### src/rtl/nco_sweep_ctrl.sv
`default_nettype none
// ============================================================================
// Module   : nco_sweep_ctrl
// Purpose  : Linear frequency-sweep sequencer for an NCO. Steps the tuning
//            word from a start value by a fixed increment, holding each word
//            for a programmed dwell, and strobes o_ftw_load on every new word.
// Options  : NCO_SWEEP_BIDIR_EN - adds i_bidir; the sweep then runs back
//            down to the start word after reaching the top.
// Revision : 1.0 - initial release
// ============================================================================
module nco_sweep_ctrl #(
  parameter int FTW_W   = 24,
  parameter int CNT_W   = 12,
  parameter int DWELL_W = 16
) (
  input  logic               clk,
  input  logic               rst_n,
  input  logic               i_start,
  input  logic               i_abort,
  input  logic [FTW_W-1:0]   i_ftw_start,
  input  logic [FTW_W-1:0]   i_ftw_step,
  input  logic [CNT_W-1:0]   i_step_count,
  input  logic [DWELL_W-1:0] i_dwell,
`ifdef NCO_SWEEP_BIDIR_EN
  input  logic               i_bidir,
`endif
  output logic [FTW_W-1:0]   o_ftw_out,
  output logic               o_ftw_load,
  output logic               o_busy,
  output logic               o_done
);

  localparam logic [1:0] c_S_IDLE   = 2'd0;
  localparam logic [1:0] c_S_RUN    = 2'd1;
  localparam logic [1:0] c_S_DONE   = 2'd2;
`ifdef NCO_SWEEP_BIDIR_EN
  localparam logic [1:0] c_S_RUN_DN = 2'd3;
`endif

  localparam logic [CNT_W-1:0]   c_CNT_ONE   = CNT_W'(1);
  localparam logic [DWELL_W-1:0] c_DWELL_ONE = DWELL_W'(1);

  logic [1:0]         r_state;
  logic [FTW_W-1:0]   r_ftw;
  logic [FTW_W-1:0]   r_step;
  logic [CNT_W-1:0]   r_count;
  logic [DWELL_W-1:0] r_dwell;
  logic [DWELL_W-1:0] r_dwell_ctr;
  logic [CNT_W-1:0]   r_steps_left;
  logic               r_load;
  logic               r_busy;
  logic               r_done;
`ifdef NCO_SWEEP_BIDIR_EN
  logic               r_bidir;
`endif

  // Sweep sequencer: state, counters and registered outputs in one place so
  // every output is a flop and changes only on a clock edge.
  always_ff @(posedge clk or negedge rst_n) begin
    if (!rst_n) begin
      r_state      <= c_S_IDLE;
      r_ftw        <= '0;
      r_step       <= '0;
      r_count      <= '0;
      r_dwell      <= '0;
      r_dwell_ctr  <= '0;
      r_steps_left <= '0;
      r_load       <= 1'b0;
      r_busy       <= 1'b0;
      r_done       <= 1'b0;
`ifdef NCO_SWEEP_BIDIR_EN
      r_bidir      <= 1'b0;
`endif
    end else begin
      // Strobes default low; they are raised only on the edge that needs them.
      r_load <= 1'b0;
      r_done <= 1'b0;
      case (r_state)
        c_S_IDLE: begin
          // Abort outranks start so a held abort keeps the block parked.
          if (i_start && !i_abort) begin
            r_step       <= i_ftw_step;
            r_count      <= i_step_count;
            r_dwell      <= i_dwell;
            r_ftw        <= i_ftw_start;
            r_load       <= 1'b1;
            r_dwell_ctr  <= i_dwell;
            r_steps_left <= i_step_count;
            r_busy       <= 1'b1;
            r_state      <= c_S_RUN;
`ifdef NCO_SWEEP_BIDIR_EN
            r_bidir      <= i_bidir;
`endif
          end
        end

        c_S_RUN: begin
          if (i_abort) begin
            r_busy  <= 1'b0;
            r_state <= c_S_IDLE;
          end else if (r_dwell_ctr != '0) begin
            r_dwell_ctr <= r_dwell_ctr - c_DWELL_ONE;
          end else if (r_steps_left != '0) begin
            r_ftw        <= r_ftw + r_step;
            r_load       <= 1'b1;
            r_steps_left <= r_steps_left - c_CNT_ONE;
            r_dwell_ctr  <= r_dwell;
          end else begin
`ifdef NCO_SWEEP_BIDIR_EN
            // Turn around at the top: the first down word is issued on the
            // same edge, so one of the step_count down steps is used here.
            if (r_bidir && (r_count != '0)) begin
              r_ftw        <= r_ftw - r_step;
              r_load       <= 1'b1;
              r_steps_left <= r_count - c_CNT_ONE;
              r_dwell_ctr  <= r_dwell;
              r_state      <= c_S_RUN_DN;
            end else begin
              r_busy  <= 1'b0;
              r_done  <= 1'b1;
              r_state <= c_S_DONE;
            end
`else
            r_busy  <= 1'b0;
            r_done  <= 1'b1;
            r_state <= c_S_DONE;
`endif
          end
        end

`ifdef NCO_SWEEP_BIDIR_EN
        c_S_RUN_DN: begin
          if (i_abort) begin
            r_busy  <= 1'b0;
            r_state <= c_S_IDLE;
          end else if (r_dwell_ctr != '0) begin
            r_dwell_ctr <= r_dwell_ctr - c_DWELL_ONE;
          end else if (r_steps_left != '0) begin
            r_ftw        <= r_ftw - r_step;
            r_load       <= 1'b1;
            r_steps_left <= r_steps_left - c_CNT_ONE;
            r_dwell_ctr  <= r_dwell;
          end else begin
            r_busy  <= 1'b0;
            r_done  <= 1'b1;
            r_state <= c_S_DONE;
          end
        end
`endif

        c_S_DONE: begin
          r_state <= c_S_IDLE;
        end

        default: begin
          r_busy  <= 1'b0;
          r_state <= c_S_IDLE;
        end
      endcase
    end
  end

  assign o_ftw_out  = r_ftw;
  assign o_ftw_load = r_load;
  assign o_busy     = r_busy;
  assign o_done     = r_done;

endmodule
`default_nettype wire

### config.mk
export PLATFORM = sky130hd
export DESIGN_NAME = nco_sweep_ctrl
export DESIGN_NICKNAME = d
export VERILOG_FILES = /design/src/rtl/nco_sweep_ctrl.sv
export SDC_FILE = /design/constraint.sdc
export NUM_CORES = 1
export LEC_CHECK = 0
export ABC_AREA = 1
export BUFFER_PORTS_ARGS = -buffer_cell sky130_fd_sc_hd__buf_4
export CAP_MARGIN = 5
export CORE_ASPECT_RATIO = 0.5
export CORE_MARGIN = 3
export CORE_UTILIZATION = 35
export CTS_BUF_LIST = sky130_fd_sc_hd__clkbuf_4 sky130_fd_sc_hd__clkbuf_8
export CTS_CLUSTER_DIAMETER = 200
export CTS_CLUSTER_SIZE = 40
export DETAILED_ROUTE_END_ITERATION = 10
export PLACE_DENSITY = 0.54
export SLEW_MARGIN = 20
export SYNTH_ARGS = -nofsm -noshare
export SYNTH_HDL_FRONTEND = slang
export SYNTH_SLANG_ARGS = --single-unit
### constraint.sdc
create_clock -name clk -period 4.7 [get_ports clk]
set_clock_uncertainty 0.1 [all_clocks]
set_input_delay 0.235 -clock clk [delete_from_list [all_inputs] [get_ports clk]]
set_output_delay 0.235 -clock clk [all_outputs]
set_load 0.02 [all_outputs]
==> impl_metrics.toml, run 1 <==
[global_route]
antenna_found_initial = 0
gr-usage-met3 = 0.0341
met2_usage = 0.331
grt_pass1_vias = 6488
grt_overflow = 0
grt.total_usage = 0.190
grt_use_met1 = 0.254
grt_pass1_wl_mm = 32.0
grt_max_degree = 83
grt_busiest_layer = "met2"

[clock_network]
cts_max_level = 3
cts.clk_slew.worst_paths_ns = 0.10
numClockSinks = 97
cts_tree = "built"
clk_latency_ns = 0.39
clk_path_buf_depth = 2
cts_root_buffer = "clkbuf_8"
cts_resized = 0
cts_buffers = 9

[cells_and_area]
nNetsFinal = 1263
drive_gt1_frac = 0.130
area_growth_pct = 25.0
stdcell_area_um2 = 8300
n_antenna_cell = 0

[detailed_routing]
vias = 6648
vias_per_cell = 4.71
drc = 0
routedWlPerCell_um = 13.5
wl_mm = 19.1
drt_iter0_drc = 368
drtPass1Iterations = 5
ant_nets = 0

[place]
place_area_um2 = 7640
dp_hpwl_mm = 14.0
place_congestion = 0.862
portBuffers = 106

[pwr]
p_comb_frac = 0.500
p_leak_uw = 0.00448
p_sw_uw = 1630
power.density_nw_per_um2 = 438
p_total_uw = 3640
power.internal_uw = 2000
seqPwrFrac = 0.334
max-vdd-ir-drop_v = 0.000151
clkPwrFrac = 0.166
swShare = 0.449

[die]
core_area_um2 = 18000
die_x_um = 201
boundaryPins = 107
start_util = 0.369
die_h_um = 103
die_area_um2 = 20800
rows = 34

[yosys]
synth_cells = 1018
yosysWarnings = 0
synthArstFlopShare = 1.00
synthTopCellsByCount = "406 x nand2_1, 128 x inv_1, 98 x nor2_1"
syn_area_per_cell_um2 = 6.53
synth-seq-area-share = 0.365
synth_top_area_frac = 0.365
synth_fp_nets = 1126
ys.flop_type = "dfrtp_1"
synthTopCellsByArea = "dfrtp_1 37%, nand2_1 23%, inv_1 7.2%"
yosysTopAreaCell = "dfrtp_1"
ys_types = 38
synth.most_common_cell = "nand2_1"
syn-cell-area_um2 = 6640
synth_edf_count = 0
ys_seq_elements = 97

[worst_hold_path]
hold_depth = 3
hold_class = "in -> reg"

[critical_path]
cp-start-kind = "flop"
cp_max_fo = 24
cp_cell_sequence = "inv_1 > ha_1 > nand3_1 > nor2_2 > nand2_4 > clkinv_4 > nand2_1 > nand2_1 > nand2_1 > buf_4 > a21oi_1 > a21oi_1"
arrival_ns = 2.97
cp.required_ns = 4.89
crit_type = "reg -> reg"
cp_slowest_cell = "nand2_1"
max_stage_delay_ns = 0.48
path_common_cell = "nand2_1"
cpLargestDelayFamily = "simple AND/OR/NAND/NOR gates"
r2r_cells = 12
crit_path_end_kind = "flop"
path_buf_inv = 3
cp.depth = 12

[status]
status = "finished, final reports clean"

[timing]
setup-tns-final_ns = 0
relSlewSlack = 0.324
hold_viol_final = 0
grt_setup_unrepaired = "no"
period_needed_ns = 2.78
slew_viol_final = 0
fmax_mhz = 360
tightest_slew_ns = 1.01
final-setup-viol-count = 0
period_share = 0.591

[run]
max_cap_viol_count = 0
-- what timing repair did --
item,4_1_cts,5_1_grt
hold endpoints to repair,101,0
buffers inserted,0,0
hold buffers,45,0
-- logic make-up after synthesis --
family | after synthesis | share of synthesized area
fa+ha+maj | 28 | 0.0539
xor+xnor | 11 | 0.0145
simple gates | 598 | 0.364
compound gates | 122 | 0.104
flops | 97 | 0.365
buf+inv | 162 | 0.0985
-- routing by layer --
metal	wire, µm	vias up
li1	-	3460
met1	9500	3072
met2	8810	101
met3	578	15
met4	208	0
met5	0	-
-- through the flow --
step | utilization | setup slack, ns | cells | hold WS [ns]
after floorplan | - | 2.66 | 1018 | -0.161
after global placement | 0.425 | 1.98 | 1351 | 0.249
after detailed placement | 0.425 | 1.91 | 1351 | 0.254
after CTS | 0.461 | 1.89 | 1412 | 0.000485
after global routing | 0.461 | 1.68 | 1412 | 0.00799
final | 0.461 | 1.92 | 1412 | 0.0114
-- worst register-to-register path, cell delays in order (launching register included) --
cell and delay, ns:
dfrtp_1 0.39, inv_1 0.15, ha_1 0.21, nand3_1 0.10, nor2_2 0.17, nand2_4 0.19
clkinv_4 0.14, nand2_1 0.06, nand2_1 0.05, nand2_1 0.48, buf_4 0.42, a21oi_1 0.14
a21oi_1 0.08
-- cell usage in the layout, fill, tap and decap left out, types with 3 or more instances in the layout --
master	n
clkbuf_8	10
nor2_2	7
xnor2_1	5
a21o_1	3
nand2_1	406
inv_1	128
a31oi_1	10
o21ai_1	10
ha_1	27
buf_4	111
xor2_1	6
nor3_1	7
o21ai_0	49
o22ai_1	3
dlygate4sd3_1	45
nand4_1	8
a21oi_1	29
o211ai_1	11
nand3_1	59
inv_2	3
nor2_1	98
dfrtp_1	97
-- flip-flops by register name, summed over array words and instances, names as in the netlist, 2 cells and up --
signal	flops
r_steps_left	12
o_ftw_out	24
r_step	24
r_state	2
r_dwell_ctr	16
r_dwell	16
-- power groups by stage --
stage	Clock, µW	Combinational (µW)	Sequential [µW]
floorplan	0	1190	1280
global placement	0	1780	1230
detailed placement	0	1790	1230
CTS	625	1830	1220
global route	658	2090	1250
finish	604	1820	1220
-- final cells by class --
| class | count | area [µm²] |
|---|---|---|
| clock inverter | 6 | 72.6 |
| tap | 252 | 315 |
| sequential | 97 | 2430 |
| inverter | 132 | 500 |
| multi-input combinational | 759 | 3570 |
| fill | 1966 | 9690 |
| clock buffer | 10 | 138 |
| timing repair buffer | 156 | 1280 |
-- final timing paths --
| path | slack (ns) | from | to |
|---|---|---|---|
| max | 1.92 | r_dwell_ctr[0] | o_ftw_out[14] |
| min | 0.01 | i_ftw_start[7] | o_ftw_out[7] |
| max reg2reg | 1.92 | r_dwell_ctr[0] | o_ftw_out[14] |
| min reg2reg | 0.39 | r_step[3] | r_step[3] |
| max in group asynchronous | 3.12 | rst_n | o_ftw_out[15] |
| min in group asynchronous | 0.33 | rst_n | o_ftw_load |
Note: power is estimated with default switching activity, not from simulation.
==> run 2: changes to the inputs <==
--- a/config.mk
+++ b/config.mk
@@ -15,7 +15,7 @@
 export CTS_CLUSTER_DIAMETER = 200
 export CTS_CLUSTER_SIZE = 40
 export DETAILED_ROUTE_END_ITERATION = 10
-export PLACE_DENSITY = 0.54
+export PLACE_DENSITY = 0.56
 export SLEW_MARGIN = 20
 export SYNTH_ARGS = -nofsm -noshare
 export SYNTH_HDL_FRONTEND = slang
==> constraint.sdc (replaced) <==
create_clock -name clk -period 2.4 [get_ports clk]
set_clock_uncertainty 0.1 [all_clocks]
set_input_delay 0.12 -clock clk [delete_from_list [all_inputs] [get_ports clk]]
set_output_delay 0.12 -clock clk [all_outputs]
set_load 0.02 [all_outputs]
==> run 2 against run 1 <==
Against the previous run: final cell count up 2.4%; critical path type unchanged; non-clock buffer count increased by 35; sequential share of layout area decreased by 1.4 points; largest power group unchanged.
==> impl_metrics.toml, run 2 (synthesis gave the netlist of run 1 again) <==
[clock_network]
clk_latency_ns = 0.39
cts_root_buffer = "clkbuf_8"
postCtsSetupRepairBufs = 0
cts_max_level = 3
cts_tree = "built"
cts_buffers = 9
numClockSinks = 97
cts.clk_slew.worst_paths_ns = 0.11
clk_path_buf_depth = 2

[worst_hold_path]
hold_end = "o_ftw_out[18]"
hold_depth = 5
hp-start = "i_ftw_start[18]"
hold_class = "in -> reg"

[global_route]
met2_usage = 0.335
grt_pass1_vias = 6755
grt_use_met1 = 0.253
grt.total_usage = 0.191
grt_max_degree = 56
grt_overflow = 0
grt_pass1_wl_mm = 32.5
antenna_found_initial = 0
gr-usage-met3 = 0.0338
grt_busiest_layer = "met2"

[detailed_routing]
routedWlPerCell_um = 13.3
wl_mm = 19.2
drt_iter0_drc = 364
drc = 0
drtPass1Iterations = 5
ant_nets = 0
vias = 6764
vias_per_cell = 4.68

[critical_path]
cp-start-kind = "flop"
crit_path_end_kind = "flop"
cpLargestDelayFamily = "simple AND/OR/NAND/NOR gates"
arrival_ns = 2.34
path_common_cell = "nand3_1"
r2r_cells = 13
r2r_end = "o_ftw_out[16]"
crit_type = "reg -> reg"
cp_cell_sequence = "ha_4 > inv_1 > fa_1 > inv_1 > nand3_1 > nand3_2 > nand2_1 > nand2_2 > nand3_1 > nand3_1 > nand3_1 > nand2_1 > nand2_1"
cp_slowest_cell = "dfrtp_1"
path_buf_inv = 2
max_stage_delay_ns = 0.43
r2r-start = "o_ftw_out[0]"
cp_max_fo = 4
cp.required_ns = 2.57
reg2reg_slack_ns = 0.23

[timing]
period_share = 0.903
slew_viol_final = 0
relSlewSlack = 0.547
grt_setup_unrepaired = "no"
period_needed_ns = 2.17
hold_viol_final = 0
worst_slack_ns = 0.233
tightest_slew_ns = 0.680
setup-tns-final_ns = 0
final-setup-viol-count = 0
fmax_mhz = 462
fin_hold_ws_ns = 0.0161

[cells_and_area]
drive_gt1_frac = 0.135
n_antenna_cell = 0
stdcell_area_um2 = 8710
nNetsFinal = 1298
layout_commonest_cell = "nand2_1"
layout_common_cells = "405 x nand2_1, 128 x inv_1, 116 x buf_4"
fill_cells = 1840
area_growth_pct = 31.1

[die]
die_x_um = 201
boundaryPins = 107
start_util = 0.369
die_h_um = 103
rows = 34
die_area_um2 = 20800
core_area_um2 = 18000

[place]
portBuffers = 106
dp_slack_ns = 0.100
place_congestion = 0.895
dp_hpwl_mm = 14.1
place_area_um2 = 7720

[pwr]
swShare = 0.439
clkPwrFrac = 0.172
power.density_nw_per_um2 = 835
power.internal_uw = 4080
p_leak_uw = 0.00465
p_sw_uw = 3190
p_comb_frac = 0.502
seqPwrFrac = 0.327
max-vdd-ir-drop_v = 0.000309

[run]
max_cap_viol_count = 0

[status]
status = "finished, final reports clean"
## run 2: per-layer routing
metal	part of all wire	vias to the layer above	wire length, µm
li1	-	3526	-
met1	0.50	3120	9530
met2	0.46	103	8840
met3	0.032	15	617
met4	0.011	0	206
met5	0	-	0
## run 2: power by group through the flow
| stage | clock, µW | sequential [µW] | combinational [µW] |
|---|---|---|---|
| after detailed placement | 0 | 2400 | 3530 |
| after global routing | 1350 | 2430 | 4200 |
| after floorplan | 0 | 2520 | 2340 |
| final | 1250 | 2380 | 3650 |
| after global placement | 0 | 2400 | 3500 |
| after CTS | 1290 | 2370 | 3650 |
## run 2: how the worst max path moves through the flow
stage	start	endpoint	slack, ns	cells past startpoint
after floorplan	o_ftw_out[0]	o_ftw_out[16]	0.36	13
after global placement	r_step[0]	o_ftw_out[16]	0.14	13
after CTS	r_dwell_ctr[0]	r_dwell_ctr[8]	0.08	9
after global routing	o_ftw_out[0]	o_ftw_out[18]	0.005	13
final	o_ftw_out[0]	o_ftw_out[16]	0.23	13
after detailed placement	r_dwell_ctr[0]	r_dwell_ctr[8]	0.10	9
## run 2: worst register-to-register path, cell delays in order, from the launching register on
cell	delay, ns
dfrtp_1	0.43
ha_4	0.18
inv_1	0.05
fa_1	0.39
inv_1	0.09
nand3_1	0.10
nand3_2	0.12
nand2_1	0.09
nand2_2	0.10
nand3_1	0.11
nand3_1	0.09
nand3_1	0.07
nand2_1	0.08
nand2_1	0.04
## run 2: repair_timing
item	CTS	global route
hold buffers	73	0
endpoints found under the hold margin	131	0
endpoints found under the setup margin	0	13
gates resized for setup	0	6
## run 2: per-stage QoR
| stage | utilization | cells | total power [µW] |
|---|---|---|---|
| finish | 0.484 | 1446 | 7270 |
| CTS | 0.482 | 1446 | 7310 |
| detailed placement | 0.429 | 1358 | 5930 |
| floorplan | - | 1018 | 4850 |
| global placement | 0.429 | 1358 | 5900 |
| global route | 0.484 | 1446 | 7980 |
## run 2: layout make-up
| class | instances | area, µm² | share of cell area |
|---|---|---|---|
| Tap cell | 252 | 315 | 0.0362 |
| Sequential cell | 97 | 2430 | 0.279 |
| Timing Repair Buffer | 191 | 1640 | 0.189 |
| Clock buffer | 11 | 145 | 0.0167 |
| Clock inverter | 4 | 77.6 | 0.00891 |
| Inverter | 132 | 500 | 0.0575 |
| Multi-Input combinational cell | 759 | 3600 | 0.413 |
